[src/rtl/jt1942_dwnld_pkg.sv]
`default_nettype none
// ============================================================================
// Module      : jt1942_dwnld_pkg
// Description : Shared constants, types and decode helpers for the jt1942
//               download stage: PROM map, PROM indices, FSM encoding and the
//               address-region classifier.
// Revision    : 1.0 - initial release
// ============================================================================
package jt1942_dwnld_pkg;

  // PROM area map: the PROMs follow the ROM area directly (end of OBJ region)
  localparam logic [21:0] PROM_START = 22'h3A000;
  localparam logic [8:0]  PROM_LEN   = 9'd256;
  localparam int          PROM_N     = 10;
  localparam logic [21:0] PROM_END   = PROM_START + 22'(PROM_N) * 22'(PROM_LEN);

  // Bit positions inside prom_we; this is the fixed download order
  localparam int PROM_K6  = 0;
  localparam int PROM_D1  = 1;
  localparam int PROM_D2  = 2;
  localparam int PROM_D6  = 3;
  localparam int PROM_E8  = 4;
  localparam int PROM_E9  = 5;
  localparam int PROM_E10 = 6;
  localparam int PROM_F1  = 7;
  localparam int PROM_K3  = 8;
  localparam int PROM_M11 = 9;

  // ROM write FSM
  typedef enum logic [1:0] {
    IDLE  = 2'd0,
    WRITE = 2'd1,
    FLUSH = 2'd2
  } state_t;

  // Region of a download byte
  typedef enum logic [1:0] {
    REGION_ROM  = 2'd0,
    REGION_PROM = 2'd1,
    REGION_NONE = 2'd2
  } region_t;

  function automatic region_t region_of(input logic [21:0] a);
    if (a < PROM_START) begin
      return REGION_ROM;
    end else if (a < PROM_END) begin
      return REGION_PROM;
    end
    return REGION_NONE;
  endfunction

  // Which PROM a byte inside the PROM area belongs to (256 bytes each)
  function automatic logic [3:0] prom_index(input logic [21:0] a);
    return 4'((a - PROM_START) >> 8);
  endfunction

endpackage
`default_nettype wire

[src/rtl/jt1942_dwnld_if.sv]
`default_nettype none
// ============================================================================
// Module      : jt1942_dwnld_if
// Description : SDRAM programming bus between the download stage and the
//               SDRAM controller.
//   prog_addr [21:0] : word address
//   prog_data [15:0] : write data (byte replicated on both halves)
//   prog_mask [1:0]  : byte enable, 1 = write (bit0 low/even, bit1 high/odd)
//   prog_we          : write request, held until accepted
//   prog_rdy         : one-cycle accept pulse from the controller
//   master : download stage side; slave : SDRAM controller side
// Revision    : 1.0 - initial release
// ============================================================================
interface jt1942_dwnld_if;
  logic [21:0] prog_addr;
  logic [15:0] prog_data;
  logic [1:0]  prog_mask;
  logic        prog_we;
  logic        prog_rdy;

  modport master (
    output prog_addr,
    output prog_data,
    output prog_mask,
    output prog_we,
    input  prog_rdy
  );

  modport slave (
    input  prog_addr,
    input  prog_data,
    input  prog_mask,
    input  prog_we,
    output prog_rdy
  );
endinterface
`default_nettype wire

[src/rtl/jt1942_dwnld_prom.sv]
`default_nettype none
// ============================================================================
// Module      : jt1942_dwnld_prom
// Description : Region decode of the current download address and the
//               registered one-hot PROM write strobe (latency 1).
//   clk, rst        : clock, synchronous active-high reset
//   accept          : a download byte is valid this cycle
//   addr [21:0]     : byte address
//   din  [3:0]      : low nibble of the byte (PROMs are 4 bits wide)
//   region          : combinational region of addr (ROM / PROM / none)
//   prom_addr [7:0] : registered PROM byte address, held until next PROM byte
//   prom_din  [3:0] : registered PROM data, held until next PROM byte
//   prom_we   [9:0] : one-cycle one-hot strobe, bit0 = k6 ... bit9 = m11
// Revision    : 1.0 - initial release
// ============================================================================
module jt1942_dwnld_prom
  import jt1942_dwnld_pkg::*;
(
  input  logic              clk,
  input  logic              rst,
  input  logic              accept,
  input  logic [21:0]       addr,
  input  logic [3:0]        din,
  output region_t           region,
  output logic [7:0]        prom_addr,
  output logic [3:0]        prom_din,
  output logic [PROM_N-1:0] prom_we
);

  logic              prom_byte;
  logic [3:0]        idx;
  logic [PROM_N-1:0] we_next;

  assign region    = region_of(addr);
  assign prom_byte = accept && (region == REGION_PROM);
  assign idx       = prom_index(addr);

  generate
    for (genvar i = 0; i < PROM_N; i++) begin : g_prom_we
      assign we_next[i] = prom_byte && (idx == 4'(i));
    end
  endgenerate

  always_ff @(posedge clk) begin
    if (rst) begin
      prom_we   <= '0;
      prom_addr <= '0;
      prom_din  <= '0;
    end else begin
      prom_we <= we_next;
      if (prom_byte) begin
        prom_addr <= addr[7:0];
        prom_din  <= din;
      end
    end
  end

endmodule
`default_nettype wire

[src/rtl/jt1942_dwnld.sv]
`default_nettype none
// ============================================================================
// Module      : jt1942_dwnld
// Description : Download stage for jt1942_game. Turns the ioctl byte stream
//               into SDRAM write requests (ROM area) and PROM write strobes,
//               and produces the busy/done download status.
//   clk, rst          : clock, synchronous active-high reset
//   downloading       : download window from the framework
//   ioctl_wr          : one-cycle byte strobe (used only while downloading)
//   ioctl_addr [21:0] : byte address
//   ioctl_data [7:0]  : byte value
//   prog              : SDRAM programming bus (jt1942_dwnld_if.master)
//   prom_addr [7:0]   : PROM byte address
//   prom_din  [3:0]   : PROM data nibble
//   prom_we   [9:0]   : one-hot PROM strobe
//   dwn_busy          : registered downloading | prog_we
//   dwn_done          : one-cycle pulse when dwn_busy falls
//   overrun           : sticky, a ROM byte was lost
//   cksum [15:0]      : only with JT1942_DWNLD_CKSUM_EN; running byte sum
// Optional feature macro: JT1942_DWNLD_CKSUM_EN
// Revision    : 1.0 - initial release
// ============================================================================
module jt1942_dwnld
  import jt1942_dwnld_pkg::*;
(
  input  logic              clk,
  input  logic              rst,
  input  logic              downloading,
  input  logic              ioctl_wr,
  input  logic [21:0]       ioctl_addr,
  input  logic [7:0]        ioctl_data,
  jt1942_dwnld_if.master    prog,
  output logic [7:0]        prom_addr,
  output logic [3:0]        prom_din,
  output logic [PROM_N-1:0] prom_we,
  output logic              dwn_busy,
  output logic              dwn_done,
  output logic              overrun
`ifdef JT1942_DWNLD_CKSUM_EN
  ,
  output logic [15:0]       cksum
`endif
);

  state_t      state, state_next;
  region_t     region;
  logic        accept;
  logic        rom_byte;
  logic        load;      // capture the current ROM byte into the request
  logic        drop;      // ROM byte arrives while the request is still pending
  logic        dl_q;
  logic        dl_rise;
  logic        busy_next;
  logic [21:0] wr_addr;
  logic [15:0] wr_data;
  logic [1:0]  wr_mask;

  assign accept  = downloading && ioctl_wr;
  assign dl_rise = downloading && !dl_q;

  jt1942_dwnld_prom u_prom (
    .clk       (clk),
    .rst       (rst),
    .accept    (accept),
    .addr      (ioctl_addr),
    .din       (ioctl_data[3:0]),
    .region    (region),
    .prom_addr (prom_addr),
    .prom_din  (prom_din),
    .prom_we   (prom_we)
  );

  assign rom_byte = accept && (region == REGION_ROM);

  // ---------------------------------------------------------------------
  // ROM write FSM. WRITE and FLUSH share the acceptance handling; FLUSH
  // only marks that the download window closed with a request pending.
  // ---------------------------------------------------------------------
  always_ff @(posedge clk) begin
    if (rst) begin
      state <= IDLE;
    end else begin
      state <= state_next;
    end
  end

  always_comb begin
    state_next = state;
    load       = 1'b0;
    drop       = 1'b0;
    case (state)
      IDLE: begin
        if (rom_byte) begin
          load       = 1'b1;
          state_next = WRITE;
        end
      end
      WRITE, FLUSH: begin
        if (prog.prog_rdy) begin
          // A byte landing in the accept cycle is chained without a gap
          if (rom_byte) begin
            load       = 1'b1;
            state_next = WRITE;
          end else begin
            state_next = IDLE;
          end
        end else if (rom_byte) begin
          drop = 1'b1;
        end else if (!downloading) begin
          state_next = FLUSH;
        end
      end
      default: state_next = IDLE;
    endcase
  end

  assign prog.prog_we   = (state != IDLE);
  assign prog.prog_addr = wr_addr;
  assign prog.prog_data = wr_data;
  assign prog.prog_mask = wr_mask;

  // Request fields and status
  assign busy_next = downloading || prog.prog_we;

  always_ff @(posedge clk) begin
    if (rst) begin
      wr_addr  <= '0;
      wr_data  <= '0;
      wr_mask  <= '0;
      overrun  <= 1'b0;
      dl_q     <= 1'b0;
      dwn_busy <= 1'b0;
      dwn_done <= 1'b0;
    end else begin
      if (load) begin
        wr_addr <= {1'b0, ioctl_addr[21:1]};
        wr_data <= {ioctl_data, ioctl_data};
        wr_mask <= ioctl_addr[0] ? 2'b10 : 2'b01;
      end
      // A lost byte wins over the clear so it is never hidden
      if (drop) begin
        overrun <= 1'b1;
      end else if (dl_rise) begin
        overrun <= 1'b0;
      end
      dl_q     <= downloading;
      dwn_busy <= busy_next;
      dwn_done <= dwn_busy && !busy_next;
    end
  end

`ifdef JT1942_DWNLD_CKSUM_EN
  // Sum of bytes that actually reached ROM or PROM; restarts per download
  logic [15:0] cksum_base;
  logic        counted;

  assign cksum_base = dl_rise ? 16'd0 : cksum;
  assign counted    = load || (accept && (region == REGION_PROM));

  always_ff @(posedge clk) begin
    if (rst) begin
      cksum <= '0;
    end else if (counted) begin
      cksum <= cksum_base + 16'(ioctl_data);
    end else begin
      cksum <= cksum_base;
    end
  end
`endif

endmodule
`default_nettype wire

[src/flat_wrapper.sv]
// flat-port wrapper written by rule: the top's interface ports become plain ports
module jt1942_dwnld_flat import jt1942_dwnld_pkg::*;
  (clk, rst, downloading, ioctl_wr, ioctl_addr, ioctl_data, prom_addr, prom_din, prom_we, dwn_busy, dwn_done, overrun, prog_prog_addr, prog_prog_data, prog_prog_mask, prog_prog_we, prog_prog_rdy);
  jt1942_dwnld_if prog_i ();
  input  logic clk;
  input  logic rst;
  input  logic downloading;
  input  logic ioctl_wr;
  input  logic [21:0] ioctl_addr;
  input  logic [7:0] ioctl_data;
  output logic [7:0] prom_addr;
  output logic [3:0] prom_din;
  output logic [PROM_N-1:0] prom_we;
  output logic dwn_busy;
  output logic dwn_done;
  output logic overrun;
  output wire logic [$bits(prog_i.prog_addr)-1:0] prog_prog_addr;
  output wire logic [$bits(prog_i.prog_data)-1:0] prog_prog_data;
  output wire logic [$bits(prog_i.prog_mask)-1:0] prog_prog_mask;
  output wire logic [$bits(prog_i.prog_we)-1:0] prog_prog_we;
  input wire logic [$bits(prog_i.prog_rdy)-1:0] prog_prog_rdy;
  assign prog_prog_addr = prog_i.prog_addr;
  assign prog_prog_data = prog_i.prog_data;
  assign prog_prog_mask = prog_i.prog_mask;
  assign prog_prog_we = prog_i.prog_we;
  assign prog_i.prog_rdy = prog_prog_rdy;
  jt1942_dwnld u_core (.clk(clk), .rst(rst), .downloading(downloading), .ioctl_wr(ioctl_wr), .ioctl_addr(ioctl_addr), .ioctl_data(ioctl_data), .prog(prog_i), .prom_addr(prom_addr), .prom_din(prom_din), .prom_we(prom_we), .dwn_busy(dwn_busy), .dwn_done(dwn_done), .overrun(overrun));
endmodule
[config.mk]
export PLATFORM = sky130hd
export DESIGN_NAME = jt1942_dwnld_flat
export DESIGN_NICKNAME = d
export VERILOG_FILES = /design/src/rtl/jt1942_dwnld_pkg.sv /design/src/rtl/jt1942_dwnld_if.sv /design/src/rtl/jt1942_dwnld_prom.sv /design/src/rtl/jt1942_dwnld.sv /design/src/flat_wrapper.sv
export SDC_FILE = /design/constraint.sdc
export NUM_CORES = 1
export LEC_CHECK = 0
export CAP_MARGIN = 10
export CORE_MARGIN = 3
export CORE_UTILIZATION = 45
export CTS_CLUSTER_SIZE = 20
export DETAILED_ROUTE_END_ITERATION = 12
export GPL_ROUTABILITY_DRIVEN = 0
export PLACE_DENSITY = 0.94
export SYNTH_ARGS = -nofsm -noshare
export SYNTH_HDL_FRONTEND = slang
export SYNTH_SLANG_ARGS = --single-unit
[constraint.sdc]
create_clock -name clk -period 4.8 [get_ports clk]
set_input_delay 0.72 -clock clk [delete_from_list [all_inputs] [get_ports clk]]
set_output_delay 0.72 -clock clk [all_outputs]
set_load 0.01 [all_outputs]
==> flow_metrics.py <==
metrics = {
    "synth": {
        "synth_edf_count": 0,
        "synth_compound_area_frac": 0.1574,
        "ys_seq_area_frac": 0.4953,
        "synth.avg_cell_area_um2": 8.898,
        "synth_xor_area_frac": 0,
        "synthFlopType": "dfxtp_1",
        "muxShareOfSynthArea": 0.01259,
        "yosysTopAreaCell": "dfxtp_1",
        "post_synth_and_or_nand_nor_area_fraction": 0.2382,
        "synth_seq_cells": 59,
        "syn_nets": 305,
        "synth-adder-area-share": 0.01049,
        "synth.top_cell.area_share": 0.4953,
        "synth_top_family_by_area": "simple AND/OR/NAND/NOR gates",
        "synth_area_leaders": "dfxtp_1, o21ai_0, a21oi_1, nand3_1, nand2b_1",
        "ys_warn_count": 0,
        "yosys-top-cells-count": "dfxtp_1, o21ai_0, a21oi_1",
        "synth_most_common_cell": "dfxtp_1",
        "syn_area_um2": 2385,
        "syn_inst": 268,
        "async_flop_share": 0,
        "synth_cell_types": 35,
    },
    "sta": {
        "fmax_mhz": 364.8,
        "tns_ns": 0,
        "timing.hold.ws_ns": 0.4804,
        "finalMaxSlewViolations": 0,
        "setup_viol": 0,
        "fin_skew_ns": 0.003658,
        "fin_crit_ns": 2.741,
        "max_slew_margin": 0.2573,
        "rsz0062_at_grt": "no",
        "worstMarginPinSlew_ns": 1.113,
        "finalCritPeriodShare": 0.5711,
        "timing.final.hold_violations": 0,
    },
    "route": {
        "drt_iter0_markers": 152,
        "drc": 0,
        "dr.pass1.iters": 4,
        "wl_per_cell_um": 15.76,
        "num_vias": 2274,
        "drtAntennaViolNets": 0,
        "avgViaCountPerCell": 5.414,
        "wl_mm": 6.618,
    },
    "worst_setup_path": {
        "crit_required_ns": 4.97,
        "critPathLaunchType": "input pin",
        "cp_cell_sequence": "clkdlybuf4s50_1, or4_4, or3_1, nor2_1, a211oi_1",
        "ff2ff_path_depth": 6,
        "crit_buf_inv": 1,
        "worst-path-stages": 5,
        "path_class": "input pin to register",
        "end_kind": "register",
        "r2r_start": "u_core.state[0]",
        "arrival_ns": 2.91,
        "cp_max_fo": 28,
        "cp_slowest_stage_delay_ns": 0.67,
        "critPathLaunch": "ioctl_addr[18]",
        "rrSetupSlack_ns": 2.57,
        "cpMaxStageDelayCell": "or3_1",
        "r2r_end": "u_core.prog.prog_mask[0]",
        "endpoint": "u_core.prog.prog_mask[0]",
        "critical_path.top_delay_family": "simple AND/OR/NAND/NOR gates",
    },
    "cells_and_area": {
        "fill_cells": 413,
        "nets": 386,
        "area_growth_pct": 46.12,
        "final_core_util": 0.7096,
        "multi_input_area_um2": 1010,
        "drive_above_1_share": 0.06516,
        "antenna_cells": 0,
        "seq_area_um2": 1181,
    },
    "clocking": {
        "cts-resized-gates": 0,
        "clock_latency_ns": 0.32,
        "clock-root-buffer": "clkbuf_8",
        "clk_path_buf_depth": 2,
        "clkSinkCount": 59,
        "clk_pin_slew_ns": 0.06,
        "post-cts-setup-buffers": 0,
        "cts_made_buffers": 9,
        "cts_hold_buf": 0,
        "htree_levels": 3,
        "cts_tree": "built",
    },
    "die": {
        "start_util": 0.4856,
        "die-area_um2": 6209,
        "rows": 25,
        "dieHeight_um": 78.80,
        "dieWidth_um": 78.80,
        "io_pins": 101,
        "core_area_um2": 4911,
    },
    "grt": {
        "grt_antenna_before_repair": 0,
        "grt_pass1_wl_mm": 10.85,
        "grt_overflow": 0,
        "grt_use_total": 0.2187,
        "grt_max_degree": 62,
        "grt_pass1_vias": 2189,
    },
    "power_and_ir_drop": {
        "peakVddDrop_mv": 0.1525,
        "leakage_nw": 1.203,
        "cellPowerDensity_nw_per_um2": 284.9,
        "p_total_w": 0.0009927,
    },
    "placed_design": {
        "dpl.hpwl_mm": 4.708,
        "portBuffers": 99,
    },
    "run": {
        "maxCapViolations": 0,
    },
    "status": {
        "status": "complete, no violations",
    },
    "hold_path": {
        "hold_path.class": "register to register",
    },
}
[cell families after synthesis]
| kind of cell | count (synthesis) |
|---|---|
| AOI/OAI and AO/OA | 72 |
| adders and majority gates | 2 |
| buffers and inverters | 35 |
| DFF | 59 |
| muxes | 3 |
| other | 1 |
| and+or+nand+nor | 96 |
[power breakdown]
part           internal (W)   total, W  switching (W)
registers          0.000493   0.000494     0.00000140
clock network      0.000254   0.000434       0.000180
logic             0.0000364  0.0000648      0.0000284
[tightest hold or removal path, stage by stage (launching register included)]
cell      delay (ns)
dfxtp_1         0.31
nand2b_1        0.06
mux2i_1         0.06
[state kept, by name, indices dropped and copies added (netlist names)]
name	flops
u_core.overrun	1
u_core.prog.prog_data	8
u_core.prog.prog_mask	2
u_core.u_prom.prom_addr	8
u_core.u_prom.prom_din	4
u_core.dl_q	1
u_core.prog.prog_addr	21
u_core.u_prom.prom_we	10
u_core.dwn_done	1
u_core.state	2
u_core.dwn_busy	1
[placed cells by master, fill, tap and decap left out, types with 2 or more instances in the layout]
master           Yosys  routed
nand2b_1            15      15
clkbuf_8             0      14
or3_1                4       4
a21oi_1             30      30
o21ai_1              6       6
clkdlybuf4s50_1      0      98
o21ai_0             32      32
nor3_1               4       3
mux2i_1              3       3
nand4b_1            10      10
ha_1                 2       2
nor4_1               4       4
dfxtp_1             59      59
nor2b_1              2       2
or3b_2               2       2
nand3_1             28      28
inv_1                5       5
nor3b_1              4       4
nor2_1              11      10
nand2_1              5       5
[metal layers]
layer / routed length [um] / vias up / track usage / part of all wire
met1: 2795 / 1078 / 0.2653 / 0.42
met2: 3287 / 87 / 0.3676 / 0.50
met4: 70 / 0 / 0.09615 / 0.011
li1: - / 1101 / - / -
met5: 0 / - / 0 / 0
met3: 464 / 8 / 0.05215 / 0.070
[how the worst min path moves through the flow]
| stage | start | to | slack (ns) | depth (start not counted) |
|---|---|---|---|---|
| 2_1_floorplan | u_core.u_prom.prom_din[0] | u_core.u_prom.prom_din[0] | 0.49 | 2 |
| 3_3_place_gp | u_core.u_prom.prom_addr[5] | u_core.u_prom.prom_addr[5] | 0.46 | 2 |
| 3_5_place_dp | u_core.prog.prog_addr[18] | u_core.prog.prog_addr[18] | 0.47 | 1 |
| 4_1_cts | u_core.prog.prog_addr[18] | u_core.prog.prog_addr[18] | 0.48 | 1 |
| 5_1_grt | u_core.prog.prog_addr[4] | u_core.prog.prog_addr[4] | 0.49 | 2 |
| 6_report | u_core.u_prom.prom_addr[6] | u_core.u_prom.prom_addr[6] | 0.48 | 2 |
[stage by stage]
| stage | instances | instance area, um2 | worst slack, ns |
|---|---|---|---|
| detailed placement | 405 | 3287 | 1.709 |
| CTS | 420 | 3485 | 2.067 |
| global placement | 405 | 3287 | 1.770 |
| global route | 420 | 3485 | 1.888 |
| floorplan | 268 | 2385 | 2.625 |
| finish | 420 | 3485 | 2.059 |
[area by class of cell]
class | count | area share
Clock buffer | 14 | 0.05530
Inverter | 5 | 0.005386
Timing Repair Buffer | 100 | 0.2851
Tap cell | 67 | 0.02406
Clock inverter | 1 | 0.001436
Multi-Input combinational cell | 174 | 0.2898
Sequential cell | 59 | 0.3390
Power figures use the tool's default switching activity.
